===== config.mk =====
export PLATFORM = sky130hd
export DESIGN_NAME = ether_rx_frame
export DESIGN_NICKNAME = d
export VERILOG_FILES = /design/src/rtl/ether_rx_frame.sv
export SDC_FILE = /design/constraint.sdc
export NUM_CORES = 1
export LEC_CHECK = 0
export ABC_AREA = 0
export BUFFER_PORTS_ARGS = -buffer_cell sky130_fd_sc_hd__buf_2
export CORE_AREA = 8 8 137 139
export CTS_CLUSTER_SIZE = 28
export DETAILED_ROUTE_END_ITERATION = 8
export DIE_AREA = 0 0 145 147
export GPL_TIMING_DRIVEN = 0
export SYNTH_ARGS = -nofsm -noshare
export SYNTH_HDL_FRONTEND = slang
export SYNTH_SLANG_ARGS = --single-unit

===== constraint.sdc =====
create_clock -name phy_rx_clk -period 4.2 [get_ports phy_rx_clk]
set_clock_uncertainty 0.2 [all_clocks]
set_input_delay 0.84 -clock phy_rx_clk [delete_from_list [all_inputs] [get_ports phy_rx_clk]]
set_output_delay 0.84 -clock phy_rx_clk [all_outputs]
set_load 0.05 [all_outputs]

===== src/rtl/ether_rx_frame.sv =====
// ether_rx_frame: GMII receive framer.
// Strips preamble/SFD, forwards frame bytes through a 5-byte delay line so the
// 4 FCS bytes are never emitted, and flags each frame good/bad at its last byte
// (CRC-32 residue, length window, phy_rx_er during data).
// Optional good/bad frame counters are built only when the macro
// ETHER_RX_FRAME_STATS_EN is defined; otherwise stat_good/stat_bad read 0.
module ether_rx_frame #(
  parameter int MIN_FRAME_LEN = 64,
  parameter int MAX_FRAME_LEN = 1518
) (
  input  logic        phy_rx_clk,
  input  logic        rst,
  input  logic        phy_rx_dv,
  input  logic        phy_rx_er,
  input  logic [7:0]  phy_rx_data,
  output logic        out_valid,
  output logic [7:0]  out_data,
  output logic        out_sof,
  output logic        out_eof,
  output logic        out_ok,
  output logic        out_err,
  output logic [15:0] stat_good,
  output logic [15:0] stat_bad
);

  typedef enum logic [1:0] {
    S_IDLE     = 2'd0,
    S_PREAMBLE = 2'd1,
    S_DATA     = 2'd2,
    S_DROP     = 2'd3
  } state_t;

  localparam logic [31:0] CRC_INIT    = 32'hFFFF_FFFF;
  localparam logic [31:0] CRC_RESIDUE = 32'hDEBB_20E3;
  localparam logic [31:0] CRC_POLY_R  = 32'hEDB8_8320;
  localparam logic [10:0] LEN_MIN     = 11'(MIN_FRAME_LEN);
  localparam logic [10:0] LEN_MAX     = 11'(MAX_FRAME_LEN);
  localparam logic [10:0] LEN_SAT     = 11'h7FF;
  localparam logic [10:0] DLY_DEPTH   = 11'd5;

  // Reflected CRC-32 update over one byte, LSB first.
  function automatic logic [31:0] crc32_byte(input logic [31:0] crc_in,
                                             input logic [7:0]  byte_in);
    logic [31:0] c;
    c = crc_in ^ {24'h00_0000, byte_in};
    for (int i = 0; i < 8; i++) begin
      c = c[0] ? ((c >> 1) ^ CRC_POLY_R) : (c >> 1);
    end
    return c;
  endfunction

  state_t          state_q, state_d;
  logic [10:0]     len_q, len_d;
  logic [31:0]     crc_q, crc_d;
  logic            rxer_q, rxer_d;
  logic [4:0][7:0] dly_q, dly_d;
  logic            valid_q, valid_d;
  logic [7:0]      data_q, data_d;
  logic            sof_q, sof_d;
  logic            eof_q, eof_d;
  logic            ok_q, ok_d;
  logic            err_q, err_d;

  logic frame_bad;
  logic frame_end;
  logic frame_emits;

  // Verdict for the frame ending this cycle; phy_rx_er on the dv-fall cycle
  // itself still counts since the FSM is in DATA then.
  assign frame_bad   = (crc_q != CRC_RESIDUE) | (len_q < LEN_MIN) |
                       (len_q > LEN_MAX) | rxer_q | phy_rx_er;
  assign frame_end   = (state_q == S_DATA) && !phy_rx_dv;
  assign frame_emits = (len_q >= DLY_DEPTH);

  // Next-state, byte accounting and output staging.
  always_comb begin
    state_d = state_q;
    len_d   = len_q;
    crc_d   = crc_q;
    rxer_d  = rxer_q;
    dly_d   = dly_q;
    valid_d = 1'b0;
    data_d  = 8'h00;
    sof_d   = 1'b0;
    eof_d   = 1'b0;
    ok_d    = 1'b0;
    err_d   = 1'b0;
    case (state_q)
      S_IDLE: begin
        if (phy_rx_dv) begin
          state_d = (phy_rx_data == 8'h55) ? S_PREAMBLE : S_DROP;
        end
      end
      S_PREAMBLE: begin
        if (!phy_rx_dv) begin
          state_d = S_IDLE;
        end else if (phy_rx_data == 8'hD5) begin
          state_d = S_DATA;
          len_d   = 11'd0;
          crc_d   = CRC_INIT;
          rxer_d  = 1'b0;
        end else if (phy_rx_data != 8'h55) begin
          state_d = S_DROP;
        end
      end
      S_DATA: begin
        if (phy_rx_dv) begin
          if (len_q != LEN_SAT) begin
            len_d = len_q + 11'd1;
          end
          crc_d  = crc32_byte(crc_q, phy_rx_data);
          rxer_d = rxer_q | phy_rx_er;
          dly_d  = {dly_q[3:0], phy_rx_data};
          // Oldest delay-line entry is 5 bytes behind the one arriving now.
          if (frame_emits) begin
            valid_d = 1'b1;
            data_d  = dly_q[4];
            sof_d   = (len_q == DLY_DEPTH);
          end
        end else begin
          // dv fell: the oldest entry is the last non-FCS byte.
          state_d = S_IDLE;
          if (frame_emits) begin
            valid_d = 1'b1;
            data_d  = dly_q[4];
            sof_d   = (len_q == DLY_DEPTH);
            eof_d   = 1'b1;
            ok_d    = !frame_bad;
            err_d   = frame_bad;
          end
        end
      end
      S_DROP: begin
        if (!phy_rx_dv) begin
          state_d = S_IDLE;
        end
      end
      default: state_d = S_DROP;
    endcase
  end

  // Framer state and registered outputs; reset parks in DROP so a frame
  // already on the wire is discarded.
  always_ff @(posedge phy_rx_clk or negedge rst) begin
    if (!rst) begin
      state_q <= S_DROP;
      len_q   <= 11'd0;
      crc_q   <= CRC_INIT;
      rxer_q  <= 1'b0;
      dly_q   <= '0;
      valid_q <= 1'b0;
      data_q  <= 8'h00;
      sof_q   <= 1'b0;
      eof_q   <= 1'b0;
      ok_q    <= 1'b0;
      err_q   <= 1'b0;
    end else begin
      state_q <= state_d;
      len_q   <= len_d;
      crc_q   <= crc_d;
      rxer_q  <= rxer_d;
      dly_q   <= dly_d;
      valid_q <= valid_d;
      data_q  <= data_d;
      sof_q   <= sof_d;
      eof_q   <= eof_d;
      ok_q    <= ok_d;
      err_q   <= err_d;
    end
  end

  assign out_valid = valid_q;
  assign out_data  = data_q;
  assign out_sof   = sof_q;
  assign out_eof   = eof_q;
  assign out_ok    = ok_q;
  assign out_err   = err_q;

`ifdef ETHER_RX_FRAME_STATS_EN
  logic        done_q, done_d;
  logic        good_q, good_d;
  logic [15:0] good_cnt_q, good_cnt_d;
  logic [15:0] bad_cnt_q, bad_cnt_d;

  // Counters bump one cycle after the frame ends; frames too short to emit
  // anything are always bad.
  always_comb begin
    done_d     = frame_end;
    good_d     = frame_end && frame_emits && !frame_bad;
    good_cnt_d = good_cnt_q;
    bad_cnt_d  = bad_cnt_q;
    if (done_q) begin
      if (good_q) begin
        if (good_cnt_q != 16'hFFFF) good_cnt_d = good_cnt_q + 16'd1;
      end else begin
        if (bad_cnt_q != 16'hFFFF) bad_cnt_d = bad_cnt_q + 16'd1;
      end
    end
  end

  // Statistics registers.
  always_ff @(posedge phy_rx_clk or negedge rst) begin
    if (!rst) begin
      done_q     <= 1'b0;
      good_q     <= 1'b0;
      good_cnt_q <= 16'h0000;
      bad_cnt_q  <= 16'h0000;
    end else begin
      done_q     <= done_d;
      good_q     <= good_d;
      good_cnt_q <= good_cnt_d;
      bad_cnt_q  <= bad_cnt_d;
    end
  end

  assign stat_good = good_cnt_q;
  assign stat_bad  = bad_cnt_q;
`else
  assign stat_good = 16'h0000;
  assign stat_bad  = 16'h0000;
`endif

endmodule


==> reports/summary.txt, run 1 <==
Status - complete, no violations
Power Dens Cells - 811 mW/mm^2
WP data arrival - 2720 ps
Layout cells sized above 1 - 20.9%
Post-DP HPWL - 8.08 mm
Internal power - 2.95 mW
Worst setup SP type - register
Crit. End Element - register
Deepest clock path buffer count - 2
Seq pwr share - 33.1%
Top-count cell post-synth - nand2_1
Die ar. - 0.0213 mm^2
Final Cell Area - 0.00587 mm^2
Hold_buf cts - 0
Xor and xnor area share after synthesis - 16.9%
PortBufs - 24
Vias/cell - 4.38
Crit. Startpoint - state_q[1]$_DFFE_PN1P_
Nets - 584
Avg Cell Area, Syn - 9.97 um^2
Util after Layout - 35.1%
Register area share after synthesis - 50.3%
Vias in the first global route - 3566
Top cells by area, synth - dfrtp_1 32%, dfstp_2 18%, nand2_1 9.6%
Number of H-tree levels - 3
Synth unique cells - 42
Worst R2R Setup Slack - 1530 ps
Number of core rows - 48
Critical Path RT - 4250 ps
Antenna-violating nets left - 0
Num ports - 57
Final setup TNS - 0 ps
Maxcap violations - 0
Comb pwr share - 48.9%
Largest family of logic cells by synthesized area - simple AND/OR/NAND/NOR gates
Gr usage total - 10.6%
Area of placed instances - 0.00556 mm^2
Synth Register Bits - 99
Switching part of the total - 38.0%
Critical-path maximum fanout - 10
Die Wd - 145 um
Gpl congestion - 0.876
Core Region - 0.0168 mm^2
Period utilisation layout - 63.6%
End of the critical path - crc_q[12]$_DFFE_PN1P_
DRT iter0 DRCs - 240
Initial Util - 29.9%
Drt wl/cell - 13.7 um
DRC viols - 0
Post-synth EDFFs - 0
P&R area growth vs syn - 17.2%
Max layer used - met4
Ys async rst share - 100%
Slew headroom - 49.8%
Clock buffer count from CTS - 9
Pin count of the biggest net entering global routing - 66
Metal3 WL - 567 um
Vias - 3507
Clk Latency, worst-skew pair - 350 ps
Final setup fails - 0
P_sw - 1.81 mW
Routed length on met1 - 4.69 mm
Min Tclk post-route - 2670 ps
Maximum vdd drop - 0.375 mV
ANT cells - 0
Worst-path clk slew - 70 ps
GR Overflow Total - 0
Total wire length - 10.9 mm
Endpoints failing hold - 0
Initial antenna violation count - 0
Worst slew pin tran - 753 ps
Post-CTS resize count - 0
1st-pass router iterations - 4
RSZ-0062 raised after global routing - no
Commonest cells post-synth - 128 x nand2_1, 65 x dfrtp_1, 40 x xnor2_1, 39 x nor2_1, 34 x dfstp_2
Total power draw - 4.77 mW
Max Slew Vio Count - 0
Post-synthesis adder-cell area fraction - 0.499%
Global-route wire length before repair - 18.2 mm
Root Buffer - clkbuf_16
Most area-hungry cell type in the Yosys netlist - dfrtp_1
Synth warn - 0
Simple-gate area share of the yosys netlist - 20.1%
Clock power frac - 18.0%
Worst reg2reg path depth - 6
CTS tree - yes
Critical path class - register to register
Compound-cell area share of the yosys netlist - 5.67%
P_leak - 2.77 nW
Post-synthesis instance area - 0.00501 mm^2
Main synth FF type - dfrtp_1
Top-area cell type share of the netlist area - 32.4%
FMAX - 374 MHz
Setup bufs post-CTS - 0
Post-Synthesis Cells - 503
RR Endpoint - crc_q[12]$_DFFE_PN1P_
Metal2 WL - 5.42 mm
Mux share of post-synthesis cell area - 0%
Hold Path Class - input port to async pin
Die Y-Extent - 147 um
Reg2Reg Launch Point - state_q[1]$_DFFE_PN1P_
CTS Sinks - 99
[power by group through the flow]
stage | combinational [mW] | sequential (mW) | clock [mW]
after CTS | 2.34 | 1.58 | 0.880
after detailed placement | 2.31 | 1.60 | 0
final | 2.33 | 1.58 | 0.858
after global placement | 2.28 | 1.58 | 0
after floorplan | 1.89 | 1.57 | 0
after global routing | 2.54 | 1.62 | 0.922
[worst min-delay path by stage]
stage / cells past startpoint / endpoint / slack [ps] / startpoint
after global routing: 1 / len_q[8]$_DFFE_PN0P_ / 290 / rst
after floorplan: 2 / dly_q[32]$_DFFE_PN0P_ / 240 / dly_q[32]$_DFFE_PN0P_
final: 1 / len_q[8]$_DFFE_PN0P_ / 260 / rst
after detailed placement: 2 / dly_q[34]$_DFFE_PN0P_ / 250 / dly_q[34]$_DFFE_PN0P_
after CTS: 1 / len_q[5]$_DFFE_PN0P_ / 270 / rst
after global placement: 2 / dly_q[15]$_DFFE_PN0P_ / 250 / dly_q[7]$_DFFE_PN0P_
[worst max-delay path, stage by stage, from the launching register on]
cell      delay (ps)
dfstp_2          550
nor2b_1          160
clkbuf_1         420
and2_1           190
clkbuf_1         450
clkbuf_1         460
a21oi_1          140
[state kept, by name, summed over array words and instances (netlist names)]
| name | count |
|---|---|
| len_q | 11 |
| state_q | 2 |
| out_err | 1 |
| out_data | 8 |
| out_ok | 1 |
| out_eof | 1 |
| dly_q | 40 |
| out_valid | 1 |
| rxer_q | 1 |
| crc_q | 32 |
| out_sof | 1 |
[final cells by class]
class	count	area, um^2
tap	225	282
clock buffer	12	256
buffer	52	315
timing repair buffer	25	150
multi-input combinational	381	2290
inverter	2	7.51
clock inverter	4	56.3
fill	1716	10900
sequential	99	2520
[metal layers]
metal / up-vias / track usage [%]
met5: - / 0
met4: 0 / 5.26
met3: 16 / 1.94
met2: 86 / 18.1
met1: 1688 / 12.7
li1: 1717 / -
[metrics by stage]
stage	hold slack, ps	instances	setup WS [ps]
3_5_place_dp	255	784	1270
6_report	256	800	1530
5_1_grt	287	800	1340
4_1_cts	268	800	1510
3_3_place_gp	246	783	1060
2_1_floorplan	237	534	1710
[kinds of logic after synthesis]
family                     Yosys count
and+or+nand+nor                    221
DFF                                 99
xor gates and xnor gates            78
buffers and inverters               54
AOI/OAI and AO/OA                   48
adders and majority gates            2
other                                1
[placed cells by master, fill, tap and decap left out, drive strengths merged, types with 2 or more instances in the layout]
cell	count
nor4b	3
nor4	4
nand2b	2
o22a	4
clkbuf	29
and4	7
or3	3
inv	3
a21oi	24
nand2	128
ha	2
xnor2	50
nor2	39
o21ai	8
a31oi	6
conb	32
and3b	2
buf	60
nand3	3
o21a	2
nand4b	2
clkinv	2
dfrtp	65
nand4	8
and2	11
and4bb	2
xnor3	3
xor2	24
nor3	4
dfstp	34
Note: power is estimated with default switching activity, not from simulation.
==> inputs of run 2 (changes only) <==
Settings changed: ABC_AREA 0 to 1, CORE_AREA 8 8 137 139 to 8 8 146 148, DIE_AREA 0 0 145 147 to 0 0 154 156.
Clock period 4.2 ns to 2.25 ns, I/O delays scaled along.
==> reports/summary.txt, run 2 <==
Vias/cell - 4.51 (+2.8%)
DRC viols - 0 (unchanged)
Initial antenna violation count - 0 (unchanged)
Synth warn - 0 (unchanged)
Maximum vdd drop - 0.358 mV (-4.5%)
Post-synthesis instance area - 0.00577 mm^2 (+15%)
Commonest non-fill, non-tap cell in the layout - nand2_1
CTS Sinks - 99 (unchanged)
Critical path class - register to register
Register area share after synthesis - 43.6% (-6.6 points)
ANT cells - 0 (unchanged)
Total wire length - 15.0 mm (+37%)
P_leak - 3.44 nW (+24%)
Most frequent cells in the layout - 276 x nand2_1, 90 x inv_1, 71 x nand3_1
1st-pass router iterations - 5 (+1)
Post-Synthesis Cells - 781 (+55%)
Drt wl/cell - 13.7 um (+0.24%)
RSZ-0062 raised after global routing - no
Biggest regs - dly_q (40), crc_q (32), len_q (11)
Vias in the first global route - 4657 (+31%)
Critical-path maximum fanout - 10 (unchanged)
Final setup fails - 0 (unchanged)
Clk Latency, worst-skew pair - 350 ps (about the same)
Hold Path Class - input port to register
Max Slew Vio Count - 0 (unchanged)
Post-Place Cells - 1075 (+37%)
Clock buffer count from CTS - 9 (unchanged)
CP cell instances - nand2_1 -> nor2_2 -> clkbuf_1 -> nand3_1 -> nand2_1 -> inv_1
Crit-path max cell delay - 610 ps (+60 ps)
Final setup margin - 96.5 ps (-1430 ps)
Main synth FF type - dfrtp_1
Pin count of the biggest net entering global routing - 69 (+4.5%)
P&R area growth vs syn - 14.6%
Status - complete, no violations
Crit. End Element - register
Core Region - 0.0191 mm^2 (+14%)
Number of core rows - 51 (+6.3%)
Synth Register Bits - 99 (unchanged)
Nets - 863 (+48%)
Slowest CP cell - clkbuf_1
Number of H-tree levels - 3 (unchanged)
CP top delay family - buffers and inverters
Final setup TNS - 0 ps (unchanged)
Worst-path clk slew - 70 ps (about the same)
GR Overflow Total - 0 (unchanged)
DRT iter0 DRCs - 338 (+41%)
Buf/Inv on CP - 2 (-1)
Root Buffer - clkbuf_16
Hold_ws - 153 ps (-104 ps)
Post-synth EDFFs - 0 (unchanged)
Die ar. - 0.0240 mm^2 (+13%)
Ys async rst share - 100% (unchanged)
Filler-free cell count of the finished design - 1092 (+37%)
Setup bufs post-CTS - 0 (unchanged)
PortBufs - 24 (unchanged)
Worst setup SP type - register
Num ports - 57 (unchanged)
Critical Path RT - 2340 ps (-1910 ps)
CTS tree - yes
Gr usage total - 12.9% (+2.2 points)
Top-count cell post-synth - nand2_1
Slew headroom - 50.5% (+0.72 points)
Layout cells sized above 1 - 16.9% (-4.0 points)
Gpl congestion - 0.887 (+1.2%)
Die Wd - 154 um (+6.2%)
Total power draw - 7.78 mW (+63%)
Deepest clock path buffer count - 2 (unchanged)
Antenna-violating nets left - 0 (unchanged)
Worst slew pin tran - 742 ps (-10.8 ps)
Min Tclk post-route - 2150 ps (-519 ps)
Global-route wire length before repair - 24.6 mm (+35%)
Maxcap violations - 0 (unchanged)
Most area-hungry cell type in the Yosys netlist - dfrtp_1
WP data arrival - 2240 ps (-480 ps)
Commonest cells post-synth - 276 x nand2_1, 90 x inv_1, 71 x nand3_1, 65 x dfrtp_1, 52 x o21ai_0
Power Dens Cells - 1180 mW/mm^2 (+45%)
Die Y-Extent - 156 um (+6.1%)
Initial Util - 30.3% (+0.34 points)
Period utilisation layout - 95.7% (+32 points)
FMAX - 464 MHz (+24%)
Top-area cell type share of the netlist area - 28.2% (-4.3 points)
Top reg by flops - dly_q
Endpoints failing hold - 0 (unchanged)
Post-DP HPWL - 10.9 mm (+35%)
Pre-CTS WS - 17.1 ps (-1260 ps)
Avg Cell Area, Syn - 7.39 um^2 (-26%)
Max reg flops - 40 (unchanged)
Vias - 4920 (+40%)
Synth unique cells - 36 (-14%)
Top cells by area, synth - dfrtp_1 28%, nand2_1 18%, dfstp_2 15%
Cell mode on critical path - nand2_1
==> run 2: changes by cell type in the layout (fill, tap and decap cells not counted), moves of 8 or more <==
cell      previous run  this run
nand2_1            128       276
a21oi_1             24         9
nand2_2              0         9
inv_1                2        90
and2_1              11         0
xnor2_1             40        11
clkbuf_1            18        10
o21ai_0              8        52
nand3_1              3        71
==> run 2: cell type report <==
type,instances,area [um^2]
Tap cell,238,298
Multi-Input combinational cell,566,2640
Buffer,54,382
Fill cell,2031,12500
Timing Repair Buffer,26,160
Clock inverter,4,27.5
Sequential cell,99,2520
Inverter,93,352
Clock buffer,12,236
==> run 2: timing repair <==
| action | CTS | global route |
|---|---|---|
| endpoints found under the hold margin | 20 | 0 |
| resized for setup | 0 | 2 |
| endpoints found under the setup margin | 0 | 10 |
| hold buffers | 1 | 0 |
==> run 2: per-layer routing <==
metal	vias up	track usage [%]	routed length, um
li1	2521	-	-
met1	2260	16.7	6990
met2	111	20.4	6790
met3	28	2.41	753
met4	0	5.79	429
met5	-	0	0
==> run 2: path summary, 6_finish.rpt <==
kind / startpoint / to / slack (ps) / cells past startpoint
worst max-delay path: state_q[1]$_DFFE_PN1P_ / crc_q[22]$_DFFE_PN1P_ / 100 / 6
worst max register to register: state_q[1]$_DFFE_PN1P_ / crc_q[22]$_DFFE_PN1P_ / 100 / 6
worst min register to register: dly_q[19]$_DFFE_PN0P_ / dly_q[19]$_DFFE_PN0P_ / 270 / 2
worst min-delay path: phy_rx_dv / state_q[1]$_DFFE_PN1P_ / 150 / 3
max in group asynchronous: rst / crc_q[29]$_DFFE_PN1P_ / 750 / 3
min in group asynchronous: rst / dly_q[24]$_DFFE_PN0P_ / 370 / 2
==> run 2: power breakdown <==
part           leakage [nW]  internal (mW)  total [mW]  switching, mW
Sequential             1.21           2.55        2.97          0.423
Clock                 0.128          0.755        1.45          0.694
Combinational          2.10           1.11        3.36           2.25
Total                  3.44           4.41        7.78           3.37
==> run 2: logic make-up (layout without fill, tap and decap cells) <==
logic type               after synthesis  count (layout)  synth area share [%]
XOR/XNOR                              33              33                  5.01
flip-flops                            99              99                  43.6
AND/OR/NAND/NOR                      422             422                  31.0
buffers and inverters                147             189                  12.7
other                                  1              32                0.0649
adder cells (fa/ha/maj)                2               2                 0.433
AO/OA/AOI/OAI                         77              77                  7.15
==> run 2: per-stage QoR <==
step                      instance area, um^2  utilization (%)
after global routing                     6620             34.7
final                                    6620             34.7
after global placement                   6310             33.1
after detailed placement                 6340             33.2
after floorplan                          5890                -
after CTS                                6610             34.7
==> run 2: tightest hold or removal path, cell delays in order <==
cell and delay (ps):
buf_2 130, inv_1 80, nor2_1 50
==> inputs of run 3 (changes only) <==
Clock period 2.25 ns to 2.2 ns, I/O delays scaled along.
==> reports/summary.txt, run 3 (synthesis results as in run 2) <==
Reg2Reg Launch Point - state_q[1]$_DFFE_PN1P_
Global-route wire length before repair - 24.6 mm (unchanged)
Maxcap violations - 0 (unchanged)
Critical Path RT - 2270 ps (-70 ps)
PortBufs - 24 (unchanged)
FMAX - 475 MHz (+2.4%)
Layout cells sized above 1 - 17.4% (+0.59 points)
Nets - 863 (unchanged)
Hold path start - phy_rx_dv
Critical-path maximum fanout - 10 (unchanged)
Worst slew pin tran - 580 ps (-163 ps)
Num ports - 57 (unchanged)
DRT iter0 DRCs - 325 (-3.8%)
Commonest non-fill, non-tap cell in the layout - nand2_1
Vias/cell - 4.53 (+0.49%)
Die Y-Extent - 156 um (unchanged)
Total wire length - 14.9 mm (-0.13%)
Worst-path clk slew - 70 ps (about the same)
Endpoints failing hold - 0 (unchanged)
Worst setup SP type - register
P_leak - 3.44 nW (+0.12%)
Maximum vdd drop - 0.367 mV (+2.5%)
Gr usage total - 12.9% (unchanged)
Max reg flops - 40 (unchanged)
Setup bufs post-CTS - 0 (unchanged)
Drt wl/cell - 13.7 um (-0.13%)
Period utilisation layout - 95.6% (-0.11 points)
Worst reg2reg path depth - 7 (+1)
Root Buffer - clkbuf_16
1st-pass router iterations - 6 (+1)
Deepest clock path buffer count - 2 (unchanged)
GR Overflow Total - 0 (unchanged)
Post-DP HPWL - 10.9 mm (unchanged)
ANT cells - 0 (unchanged)
WP data arrival - 2180 ps (-60 ps)
Crit. End Element - register
Status - complete, no violations
Most frequent cells in the layout - 274 x nand2_1, 90 x inv_1, 71 x nand3_1
Die ar. - 0.0240 mm^2 (unchanged)
Gpl congestion - 0.887 (unchanged)
Core Region - 0.0191 mm^2 (unchanged)
Total power draw - 7.97 mW (+2.4%)
Clk Latency, worst-skew pair - 350 ps (about the same)
RR Endpoint - out_data[3]$_DFF_PN0_
Die Wd - 154 um (unchanged)
Initial Util - 30.3% (unchanged)
RSZ-0062 raised after global routing - no
Worst Hold Path EP - state_q[1]$_DFFE_PN1P_
Worst R2R Setup Slack - 100 ps (about the same)
Hold Path Class - input port to register
Biggest regs - dly_q (40), crc_q (32), len_q (11)
Power Dens Cells - 1200 mW/mm^2 (+2.1%)
Final setup TNS - 0 ps (unchanged)
Initial antenna violation count - 0 (unchanged)
CTS tree - yes
Number of core rows - 51 (unchanged)
Final setup fails - 0 (unchanged)
Top reg by flops - dly_q
Antenna-violating nets left - 0 (unchanged)
Cells on Worst Hold Path - 3 (unchanged)
CTS Sinks - 99 (unchanged)
Max Slew Vio Count - 0 (unchanged)
Vias - 4944 (+0.49%)
DRC viols - 0 (unchanged)
Slew headroom - 61.4% (+11 points)
Number of H-tree levels - 3 (unchanged)
P&R area growth vs syn - 15.0%
Vias in the first global route - 4657 (unchanged)
Pin count of the biggest net entering global routing - 69 (unchanged)
Critical path class - register to register
Min Tclk post-route - 2100 ps (-50.3 ps)
Clock buffer count from CTS - 9 (unchanged)
run 3: worst max-delay path, stage by stage (launching register included):
cell and delay [ps]:
dfstp_2 570, inv_1 70, nor2_2 180, inv_2 110
buf_2 230, nor2_2 300, inv_1 210, nor2_1 140
run 3: routing by layer:
layer  track usage [%]  vias to the layer above  share of wire, %
li1                  -                     2526                 -
met1              16.7                     2246                46
met2              20.4                      141                46
met3              2.41                       31               5.1
met4              5.79                        0               3.1
met5                 0                        -                 0
run 3: area by class of cell:
type | instances | area [um^2]
Timing Repair Buffer | 26 | 160
Sequential cell | 99 | 2520
Tap cell | 238 | 298
Inverter | 93 | 352
Clock buffer | 12 | 236
Fill cell | 2030 | 12400
Buffer | 54 | 383
Clock inverter | 4 | 27.5
Multi-Input combinational cell | 566 | 2660
run 3: power by group:
part,internal [mW],switching [mW],total (mW),leakage [nW]
logic,1.15,2.30,3.45,2.11
clock network,0.772,0.710,1.48,0.128
registers,2.61,0.432,3.04,1.21
run 3: repair_timing:
action	4_1_cts	5_1_grt
setup endpoints to repair	0	19
resized for setup	0	10
hold endpoints to repair	20	0
hold buffers	1	0
run 3: how the worst max path moves through the flow:
stage / startpoint / cells past startpoint / end
floorplan: len_q[0]$_DFFE_PN0P_ / 7 / len_q[5]$_DFFE_PN0P_
global route: len_q[0]$_DFFE_PN0P_ / 8 / len_q[7]$_DFFE_PN0P_
finish: state_q[1]$_DFFE_PN1P_ / 7 / out_data[3]$_DFF_PN0_
CTS: state_q[1]$_DFFE_PN1P_ / 6 / crc_q[22]$_DFFE_PN1P_
detailed placement: phy_rx_data[6] / 11 / crc_q[26]$_DFFE_PN1P_
global placement: rst / 1 / dly_q[4]$_DFFE_PN0P_
run 3: per-stage QoR:
step / instance area [um^2] / setup slack, ps / instances / util (%) / hold WS, ps
floorplan: 5890 / 434 / 812 / - / -55.6
global placement: 6310 / -595 / 1074 / 33.1 / 254
detailed placement: 6340 / -22.9 / 1075 / 33.2 / 213
CTS: 6610 / 64.6 / 1092 / 34.7 / 132
global route: 6640 / 1.19 / 1092 / 34.8 / 159
finish: 6640 / 96.8 / 1092 / 34.8 / 143
